[src/rtl/mem_port_arbiter_if.sv]
// Signal bundle for mem_port_arbiter: core requester (c_*), DMA requester (d_*)
// and the shared memory macro port (m_*).
`timescale 1ns/1ps
interface mem_port_arbiter_if #(
  parameter int AW = 32,
  parameter int DW = 32
);
  logic          c_req;
  logic          c_we;
  logic [AW-1:0] c_addr;
  logic [DW-1:0] c_wdata;
  logic          c_gnt;
  logic          c_rvalid;
  logic [DW-1:0] c_rdata;

  logic          d_req;
  logic          d_we;
  logic [AW-1:0] d_addr;
  logic [DW-1:0] d_wdata;
  logic          d_gnt;
  logic          d_rvalid;
  logic [DW-1:0] d_rdata;

  logic          m_en;
  logic          m_we;
  logic [AW-1:0] m_addr;
  logic [DW-1:0] m_wdata;
  logic [DW-1:0] m_rdata;

  // The arbiter side: requests and memory read data come in, grants/responses and the memory strobe go out.
  modport slave (
    input  c_req, c_we, c_addr, c_wdata,
    input  d_req, d_we, d_addr, d_wdata,
    input  m_rdata,
    output c_gnt, c_rvalid, c_rdata,
    output d_gnt, d_rvalid, d_rdata,
    output m_en, m_we, m_addr, m_wdata
  );

  modport master (
    output c_req, c_we, c_addr, c_wdata,
    output d_req, d_we, d_addr, d_wdata,
    output m_rdata,
    input  c_gnt, c_rvalid, c_rdata,
    input  d_gnt, d_rvalid, d_rdata,
    input  m_en, m_we, m_addr, m_wdata
  );
endinterface

[src/rtl/mem_port_arbiter.sv]
// mem_port_arbiter: round-robin sharing of one fixed-latency memory port between the core (C) and DMA (D).
// Optional grant/stall performance counters are built when MEM_ARB_PERF_EN is defined.
`timescale 1ns/1ps
module mem_port_arbiter #(
  parameter int AW          = 32,
  parameter int DW          = 32,
  parameter int MEM_LATENCY = 1
) (
  input  logic              clk,
  input  logic              reset,
  mem_port_arbiter_if.slave bus,
  output logic              busy,
  output logic [1:0]        arb_state,
  output logic [15:0]       perf_c_gnt,
  output logic [15:0]       perf_d_gnt,
  output logic [15:0]       perf_stall
);

  typedef enum logic [1:0] {
    IDLE  = 2'd0,
    ISSUE = 2'd1,
    WAIT  = 2'd2,
    RESP  = 2'd3
  } state_t;

  localparam logic       OWNER_C  = 1'b0;
  localparam logic       OWNER_D  = 1'b1;
  localparam logic [3:0] CNT_LOAD = 4'(MEM_LATENCY - 1);

  state_t        state;
  state_t        state_next;
  logic          owner;
  logic          last_owner;
  logic          lat_we;
  logic [AW-1:0] lat_addr;
  logic [DW-1:0] lat_wdata;
  logic [DW-1:0] resp_data;
  logic [3:0]    cnt;
  logic          grant_c;
  logic          grant_d;

  always_ff @(posedge clk) begin
    if (!reset) begin
      state <= IDLE;
    end else begin
      state <= state_next;
    end
  end

  // Grants are masked during reset so an access never starts in the cycle it would be discarded.
  always_comb begin
    state_next = state;
    grant_c    = 1'b0;
    grant_d    = 1'b0;
    case (state)
      IDLE: begin
        if (reset) begin
          if (bus.c_req && (!bus.d_req || last_owner == OWNER_D)) begin
            grant_c = 1'b1;
          end else if (bus.d_req) begin
            grant_d = 1'b1;
          end
          if (grant_c || grant_d) begin
            state_next = ISSUE;
          end
        end
      end
      ISSUE:   state_next = WAIT;
      WAIT:    if (cnt == 4'd0) state_next = RESP;
      RESP:    state_next = IDLE;
      default: state_next = IDLE;
    endcase
  end

  always_ff @(posedge clk) begin
    if (!reset) begin
      owner      <= OWNER_C;
      last_owner <= OWNER_D;
      lat_we     <= 1'b0;
      lat_addr   <= '0;
      lat_wdata  <= '0;
      cnt        <= 4'd0;
      resp_data  <= '0;
    end else begin
      if (grant_c || grant_d) begin
        owner      <= grant_d;
        last_owner <= grant_d;
        lat_we     <= grant_d ? bus.d_we    : bus.c_we;
        lat_addr   <= grant_d ? bus.d_addr  : bus.c_addr;
        lat_wdata  <= grant_d ? bus.d_wdata : bus.c_wdata;
      end
      case (state)
        ISSUE: cnt <= CNT_LOAD;
        WAIT: begin
          if (cnt == 4'd0) begin
            resp_data <= lat_we ? '0 : bus.m_rdata;
          end else begin
            cnt <= cnt - 4'd1;
          end
        end
        default: ;
      endcase
    end
  end

  // The latched address/data double as the memory bus, so they hold their last value outside ISSUE.
  assign bus.m_en    = (state == ISSUE);
  assign bus.m_we    = (state == ISSUE) && lat_we;
  assign bus.m_addr  = lat_addr;
  assign bus.m_wdata = lat_wdata;

  assign bus.c_gnt    = grant_c;
  assign bus.d_gnt    = grant_d;
  assign bus.c_rvalid = (state == RESP) && (owner == OWNER_C);
  assign bus.d_rvalid = (state == RESP) && (owner == OWNER_D);
  assign bus.c_rdata  = bus.c_rvalid ? resp_data : '0;
  assign bus.d_rdata  = bus.d_rvalid ? resp_data : '0;

  assign busy      = (state != IDLE);
  assign arb_state = state;

`ifdef MEM_ARB_PERF_EN
  logic [15:0] cnt_c_gnt;
  logic [15:0] cnt_d_gnt;
  logic [15:0] cnt_stall;

  // Saturating counters; only reset clears them.
  always_ff @(posedge clk) begin
    if (!reset) begin
      cnt_c_gnt <= 16'd0;
      cnt_d_gnt <= 16'd0;
      cnt_stall <= 16'd0;
    end else begin
      if (grant_c && cnt_c_gnt != 16'hFFFF) cnt_c_gnt <= cnt_c_gnt + 16'd1;
      if (grant_d && cnt_d_gnt != 16'hFFFF) cnt_d_gnt <= cnt_d_gnt + 16'd1;
      if ((bus.c_req || bus.d_req) && !grant_c && !grant_d && cnt_stall != 16'hFFFF) begin
        cnt_stall <= cnt_stall + 16'd1;
      end
    end
  end

  assign perf_c_gnt = cnt_c_gnt;
  assign perf_d_gnt = cnt_d_gnt;
  assign perf_stall = cnt_stall;
`else
  assign perf_c_gnt = 16'd0;
  assign perf_d_gnt = 16'd0;
  assign perf_stall = 16'd0;
`endif

endmodule

[src/flat_wrapper.sv]
// flat-port wrapper written by rule: the top's interface ports become plain ports
module mem_port_arbiter_flat 
#(
  parameter int AW          = 32,
  parameter int DW          = 32,
  parameter int MEM_LATENCY = 1
)
  (clk, reset, busy, arb_state, perf_c_gnt, perf_d_gnt, perf_stall, bus_c_req, bus_c_we, bus_c_addr, bus_c_wdata, bus_d_req, bus_d_we, bus_d_addr, bus_d_wdata, bus_m_rdata, bus_c_gnt, bus_c_rvalid, bus_c_rdata, bus_d_gnt, bus_d_rvalid, bus_d_rdata, bus_m_en, bus_m_we, bus_m_addr, bus_m_wdata);
  mem_port_arbiter_if #(.AW(AW), .DW(DW)) bus_i ();
  input  logic clk;
  input  logic reset;
  output logic busy;
  output logic [1:0] arb_state;
  output logic [15:0] perf_c_gnt;
  output logic [15:0] perf_d_gnt;
  output logic [15:0] perf_stall;
  input wire logic [$bits(bus_i.c_req)-1:0] bus_c_req;
  input wire logic [$bits(bus_i.c_we)-1:0] bus_c_we;
  input wire logic [$bits(bus_i.c_addr)-1:0] bus_c_addr;
  input wire logic [$bits(bus_i.c_wdata)-1:0] bus_c_wdata;
  input wire logic [$bits(bus_i.d_req)-1:0] bus_d_req;
  input wire logic [$bits(bus_i.d_we)-1:0] bus_d_we;
  input wire logic [$bits(bus_i.d_addr)-1:0] bus_d_addr;
  input wire logic [$bits(bus_i.d_wdata)-1:0] bus_d_wdata;
  input wire logic [$bits(bus_i.m_rdata)-1:0] bus_m_rdata;
  output wire logic [$bits(bus_i.c_gnt)-1:0] bus_c_gnt;
  output wire logic [$bits(bus_i.c_rvalid)-1:0] bus_c_rvalid;
  output wire logic [$bits(bus_i.c_rdata)-1:0] bus_c_rdata;
  output wire logic [$bits(bus_i.d_gnt)-1:0] bus_d_gnt;
  output wire logic [$bits(bus_i.d_rvalid)-1:0] bus_d_rvalid;
  output wire logic [$bits(bus_i.d_rdata)-1:0] bus_d_rdata;
  output wire logic [$bits(bus_i.m_en)-1:0] bus_m_en;
  output wire logic [$bits(bus_i.m_we)-1:0] bus_m_we;
  output wire logic [$bits(bus_i.m_addr)-1:0] bus_m_addr;
  output wire logic [$bits(bus_i.m_wdata)-1:0] bus_m_wdata;
  assign bus_i.c_req = bus_c_req;
  assign bus_i.c_we = bus_c_we;
  assign bus_i.c_addr = bus_c_addr;
  assign bus_i.c_wdata = bus_c_wdata;
  assign bus_i.d_req = bus_d_req;
  assign bus_i.d_we = bus_d_we;
  assign bus_i.d_addr = bus_d_addr;
  assign bus_i.d_wdata = bus_d_wdata;
  assign bus_i.m_rdata = bus_m_rdata;
  assign bus_c_gnt = bus_i.c_gnt;
  assign bus_c_rvalid = bus_i.c_rvalid;
  assign bus_c_rdata = bus_i.c_rdata;
  assign bus_d_gnt = bus_i.d_gnt;
  assign bus_d_rvalid = bus_i.d_rvalid;
  assign bus_d_rdata = bus_i.d_rdata;
  assign bus_m_en = bus_i.m_en;
  assign bus_m_we = bus_i.m_we;
  assign bus_m_addr = bus_i.m_addr;
  assign bus_m_wdata = bus_i.m_wdata;
  mem_port_arbiter #(.AW(AW), .DW(DW), .MEM_LATENCY(MEM_LATENCY)) u_core (.clk(clk), .reset(reset), .bus(bus_i), .busy(busy), .arb_state(arb_state), .perf_c_gnt(perf_c_gnt), .perf_d_gnt(perf_d_gnt), .perf_stall(perf_stall));
endmodule
[config.mk]
export PLATFORM = sky130hd
export DESIGN_NAME = mem_port_arbiter_flat
export DESIGN_NICKNAME = d
export VERILOG_FILES = /design/src/rtl/mem_port_arbiter_if.sv /design/src/rtl/mem_port_arbiter.sv /design/src/flat_wrapper.sv
export SDC_FILE = /design/constraint.sdc
export NUM_CORES = 1
export LEC_CHECK = 0
export BUFFER_PORTS_ARGS = -buffer_cell sky130_fd_sc_hd__buf_2
export CAP_MARGIN = 20
export CORE_AREA = 5 5 134 136
export DETAILED_ROUTE_END_ITERATION = 12
export DIE_AREA = 0 0 139 141
export HOLD_SLACK_MARGIN = 0.15
export PLACE_DENSITY = 0.62
export SLEW_MARGIN = 20
export SYNTH_ARGS = -nofsm -noshare
export SYNTH_HDL_FRONTEND = slang
export SYNTH_SLANG_ARGS = --single-unit
export TNS_END_PERCENT = 30
[constraint.sdc]
create_clock -name clk -period 1.8 [get_ports clk]
set_clock_uncertainty 0.05 [all_clocks]
set_input_delay 0.09 -clock clk [delete_from_list [all_inputs] [get_ports clk]]
set_output_delay 0.09 -clock clk [all_outputs]
set_load 0.005 [all_outputs]
# Yosys cells after proc, flatten, opt, wreduce, memory -nomap -nowiden
# Index checks and enable logic that the tools add are counted.
[op_classes]
addsub = 1
eq_ne = 6
n_mux = 22
bitwise_logic = 1
n_reduce_logical = 15
[ops]
columns = ["operator", "count"]
rows = [
  ["$mux W32", 5],
  ["$mux W1", 12],
  ["$pmux W2 S4", 1],
  ["$pmux W4 S2", 1],
  ["$reduce_and A2 Y1", 3],
  ["$eq A2 B2 Y1 const B", 2],
  ["$logic_and A1 B1 Y1", 4],
  ["$logic_not A4 Y1", 1],
  ["$mux W2", 2],
  ["$mux W4", 1],
  ["$ne A2 B1 Y1 const B", 2],
  ["$reduce_bool A2 Y1", 2],
  ["$sub A4 B1 Y4 const B", 1],
  ["$logic_or A1 B1 Y1", 3],
  ["$eq A2 B1 Y1 const B", 1],
  ["$logic_not A2 Y1", 1],
  ["$ne A2 B2 Y1 const B", 1],
  ["$logic_not A1 Y1", 1],
  ["$not A1 Y1", 1],
]
[totals]
regBits = 105
elab_cells = 53

# Depth between registers and ports, before layout
[depth]
ltp_word = 9
depth_mapped = 8
depth_no_buf = 5

# Least setup slack after synthesis
# No wires, ideal clock.
[synth_path]
path_type = "register to register"
startpoint = "register u_core.state[0], in the netlist u_core.arb_state[0]"
endpoint = "register u_core.lat_wdata[21], in the netlist u_core.bus.m_wdata[21]"
setup_ns = 0.079
arrival_ns = 1.559
path_slack_ns = 0.112
stages_incl_launch_ff = 8
n_path_buf = 2
synth_period_minus_slack_ns = 1.688
cell_sequence = "dfxtp_1 -> inv_1 -> ha_1 -> o211ai_1 -> buf_4 -> buf_1 -> nor2_1 -> a211oi_2"
[synth_via]
elab_chain_len = 3
[synth_rtl]
columns = ["item", "line_no", "source"]
rows = [
  ["start, declared", "mem_port_arbiter.sv:30", "state_t state;"],
  ["start signal, assigned", "mem_port_arbiter.sv:46", "state <= state_next;"],
  ["$logic_not A2 Y1 (*)", "mem_port_arbiter.sv:55", "case (state)"],
  ["$mux W1", "mem_port_arbiter.sv:55", ""],
  ["$mux W32 or $logic_or A1 B1 Y1 (tied branches)", "mem_port_arbiter.sv:90, mem_port_arbiter.sv:85", ""],
  ["end signal, assigned", "mem_port_arbiter.sv:90", "lat_wdata <= grant_d ? bus.d_wdata : bus.c_wdata;"],
  ["end, declared", "mem_port_arbiter.sv:36", "logic [DW-1:0] lat_wdata;"],
]
# Mark *: on every way between the ends. The rest lies on a longest branch, timed or not.
# A chain may end at the register's enable or synchronous reset.

# Worst setup path after layout
[layout_path]
startpoint = "register u_core.state[0], in the netlist u_core.arb_state[0]"
endpoint = "output bus_c_rdata[11]"
[layout_via]
elab_chain_len = 3
[layout_rtl]
columns = ["item", "line_no", "source"]
rows = [
  ["$eq A2 B2 Y1", "mem_port_arbiter.sv:114", "assign bus.c_rvalid = (state == RESP) && (owner == OWNER_C);"],
  ["$logic_and A1 B1 Y1", "mem_port_arbiter.sv:114", ""],
  ["$mux W32", "mem_port_arbiter.sv:116", "assign bus.c_rdata = bus.c_rvalid ? resp_data : '0;"],
  ["end, declared", "flat_wrapper.sv:28", "output wire logic [$bits(bus_i.c_rdata)-1:0] bus_c_rdata;"],
]
# Every way passes these cells.

==> results.py <==
metrics = {
    "worst_setup_path": {
        "critPathCaptureType": "primary output",
        "crit_fanout": 17,
        "r2r_setup_slack_ps": 70,
        "crit_required_ps": 1660,
        "reg2reg_depth": 7,
        "arrival_ps": 1600,
        "worst-setup-path-type": "register to primary output",
        "cp-start-kind": "register",
    },
    "power_and_ir_drop": {
        "p_sw_frac": 0.365,
        "ir_worst_vdd_mv": 0.530,
        "pwr-share-clk": 0.227,
        "fin_total_pwr_mw": 8.82,
        "p_leak_nw": 4.35,
        "p_int_mw": 5.60,
        "power_density_mw_per_mm2": 939,
        "p_switching_mw": 3.22,
        "pwr-share-comb": 0.415,
        "seqPwrFrac": 0.357,
    },
    "global_route": {
        "grt_pass1_wl_um": 36100,
        "grt_overflow": 0,
        "grt_max_degree": 66,
        "first_global_vias": 6889,
        "antenna_found_initial": 0,
        "grt.total_usage": 0.224,
    },
    "drt": {
        "drt-total-wl_um": 23200,
        "ant_nets": 0,
        "drc": 0,
        "wl_per_cell_um": 17.1,
        "drt_iter0_drc": 383,
        "vias": 6745,
        "via_per_inst": 4.96,
        "dr.pass1.iters": 5,
    },
    "timing": {
        "period_needed_ps": 1740,
        "hold_viol_final": 0,
        "finalSetupViolations": 0,
        "clock.fmax_mhz": 575,
        "max-slew-margin-rel": 0.658,
        "slew_violations": 0,
        "tightestPinTransition_ps": 514,
        "hold_ws_ps": 177,
        "finalCritPeriodShare": 0.967,
        "rsz0062_at_grt": "true",
    },
    "yosys": {
        "ys_ff_latch": 105,
        "synth_area_mm2": 0.00568,
        "ys_warn_count": 0,
        "async_reset_ff_frac": 0,
        "avgSynthCellArea_um2": 8.16,
        "synth_edf_count": 0,
        "synth_top_area_cell": "dfxtp_1",
        "synth_flop_cell": "dfxtp_1",
        "synth_top_area_frac": 0.370,
        "ys_seq_area_frac": 0.370,
        "syn_inst": 696,
        "synth_area_leaders": "dfxtp_1 (37%), buf_4 (6.6%), a211oi_2 (6.2%)",
        "yosysUniqueCellTypes": 38,
    },
    "finish": {
        "drive_gt1_frac": 0.349,
        "final_cell_mix": "buf_2 (302), dlygate4sd3_1 (166), dfxtp_1 (103)",
        "final_cells": 1359,
        "diodes": 0,
        "layout.cells.most_common": "buf_2",
        "nFillCells": 1470,
        "finalNetCount": 1302,
        "area_delta_synth_final_pct": 65.4,
    },
    "place": {
        "gp_congestion": 0.840,
        "portBuffers": 302,
        "hpwlAfterDp_um": 13500,
        "placed_cells": 1172,
    },
    "die": {
        "die_x_um": 139,
        "rows": 48,
        "die_y_um": 141,
        "io_pins": 351,
        "die_area_mm2": 0.0196,
        "core_mm2": 0.0168,
        "initial_core_util": 0.338,
    },
    "worst_hold_path": {
        "holdPathStages": 4,
        "hold_path.class": "primary input to register",
    },
    "clock_network": {
        "path_clk_slew_ps": 80,
        "clk_latency_ps": 360,
        "cts_max_path_buffers": 2,
        "h-tree-depth": 3,
        "cts_sinks": 105,
        "cts_tree": "built",
        "ctsRootBufferMaster": "clkbuf_16",
        "numCtsBuffers": 9,
    },
    "outcome": {
        "status": "finished clean",
    },
    "job": {
        "max_cap_viol_count": 0,
    },
}
==> worst max-delay path: stages (launching register included) <==
cell     delay, ps
dfxtp_2        360
buf_6          120
ha_4           140
nor2b_4        200
buf_12         160
and2_4         160
buf_2          110
==> power groups by stage <==
| stage | Combinational (mW) | Clock [mW] | Sequential, mW |
|---|---|---|---|
| global route | 3.99 | 2.15 | 3.21 |
| detailed placement | 3.11 | 0 | 3.15 |
| floorplan | 1.85 | 0 | 3.16 |
| CTS | 3.60 | 2.07 | 3.13 |
| finish | 3.66 | 2.01 | 3.15 |
| global placement | 3.09 | 0 | 3.16 |
==> kinds of logic after synthesis <==
group | share of synthesized area
buffers and inverters | 0.124
xor gates and xnor gates | 0.00154
DFF | 0.370
and+or+nand+nor | 0.260
other | 0.000661
muxes | 0.00353
adders and majority gates | 0.0132
AOI/OAI and AO/OA | 0.226
==> sequential cells by signal, summed over array words and instances (netlist names) <==
signal,count
u_core.arb_state,2
u_core.bus.m_addr,32
u_core.bus.m_wdata,32
u_core.cnt,4
u_core.last_owner,1
u_core.lat_we,1
u_core.owner,1
u_core.resp_data,32
==> Yosys cell counts (14+ instances only) <==
master      n
buf_2      14
nand2_1    34
buf_4      50
dfxtp_1   105
and2_1     35
nor3_1     66
nor2_1     65
o21ai_0    56
a211oi_1   37
a21boi_0   26
clkbuf_1   46
and3_1     33
a211oi_2   28
nand3b_1   33
==> worst paths after layout <==
path | start | endpoint
setup reg to reg | u_core.arb_state[1] | u_core.bus.m_addr[20]
setup / recovery | u_core.arb_state[0] | bus_c_rdata[11]
hold / removal | reset | u_core.last_owner
hold reg to reg | u_core.resp_data[7] | u_core.resp_data[7]
==> cell type report <==
cell class / instances / area (um2) / area share
Clock buffer: 11 / 243 / 0.0258
Clock inverter: 4 / 53.8 / 0.00573
Inverter: 8 / 32.5 / 0.00346
Multi-Input combinational cell: 513 / 3170 / 0.337
Sequential cell: 105 / 2100 / 0.224
Tap cell: 225 / 282 / 0.0300
Timing Repair Buffer: 493 / 3510 / 0.374
==> repair_timing <==
item | 4_1_cts | 5_1_grt
endpoints found under the hold margin | 100 | 0
pin swaps | 2 | 3
setup buffers | 3 | 2
setup endpoints to repair | 60 | 63
hold buffers | 166 | 0
resized for setup | 16 | 15
gates cloned | 3 | 0
==> per-stage QoR <==
step	setup TNS, ps	utilization	cell area, um2	setup slack (ps)
after floorplan	0	-	5850	112
final	0	0.558	9390	59.7
after CTS	-3.88	0.557	9370	-3.88
after global routing	-5.07	0.558	9390	-5.07
after detailed placement	-110	0.430	7240	-22.1
after global placement	0	0.430	7240	66.2
==> routing by layer <==
layer,global-route usage,wire length [um],up-vias
met5,0,0,-
met4,0.112,838,0
met3,0.0702,2070,61
met2,0.369,11000,386
met1,0.264,9320,3104
li1,-,-,3194
No activity file was read; power rests on OpenSTA's default activity.
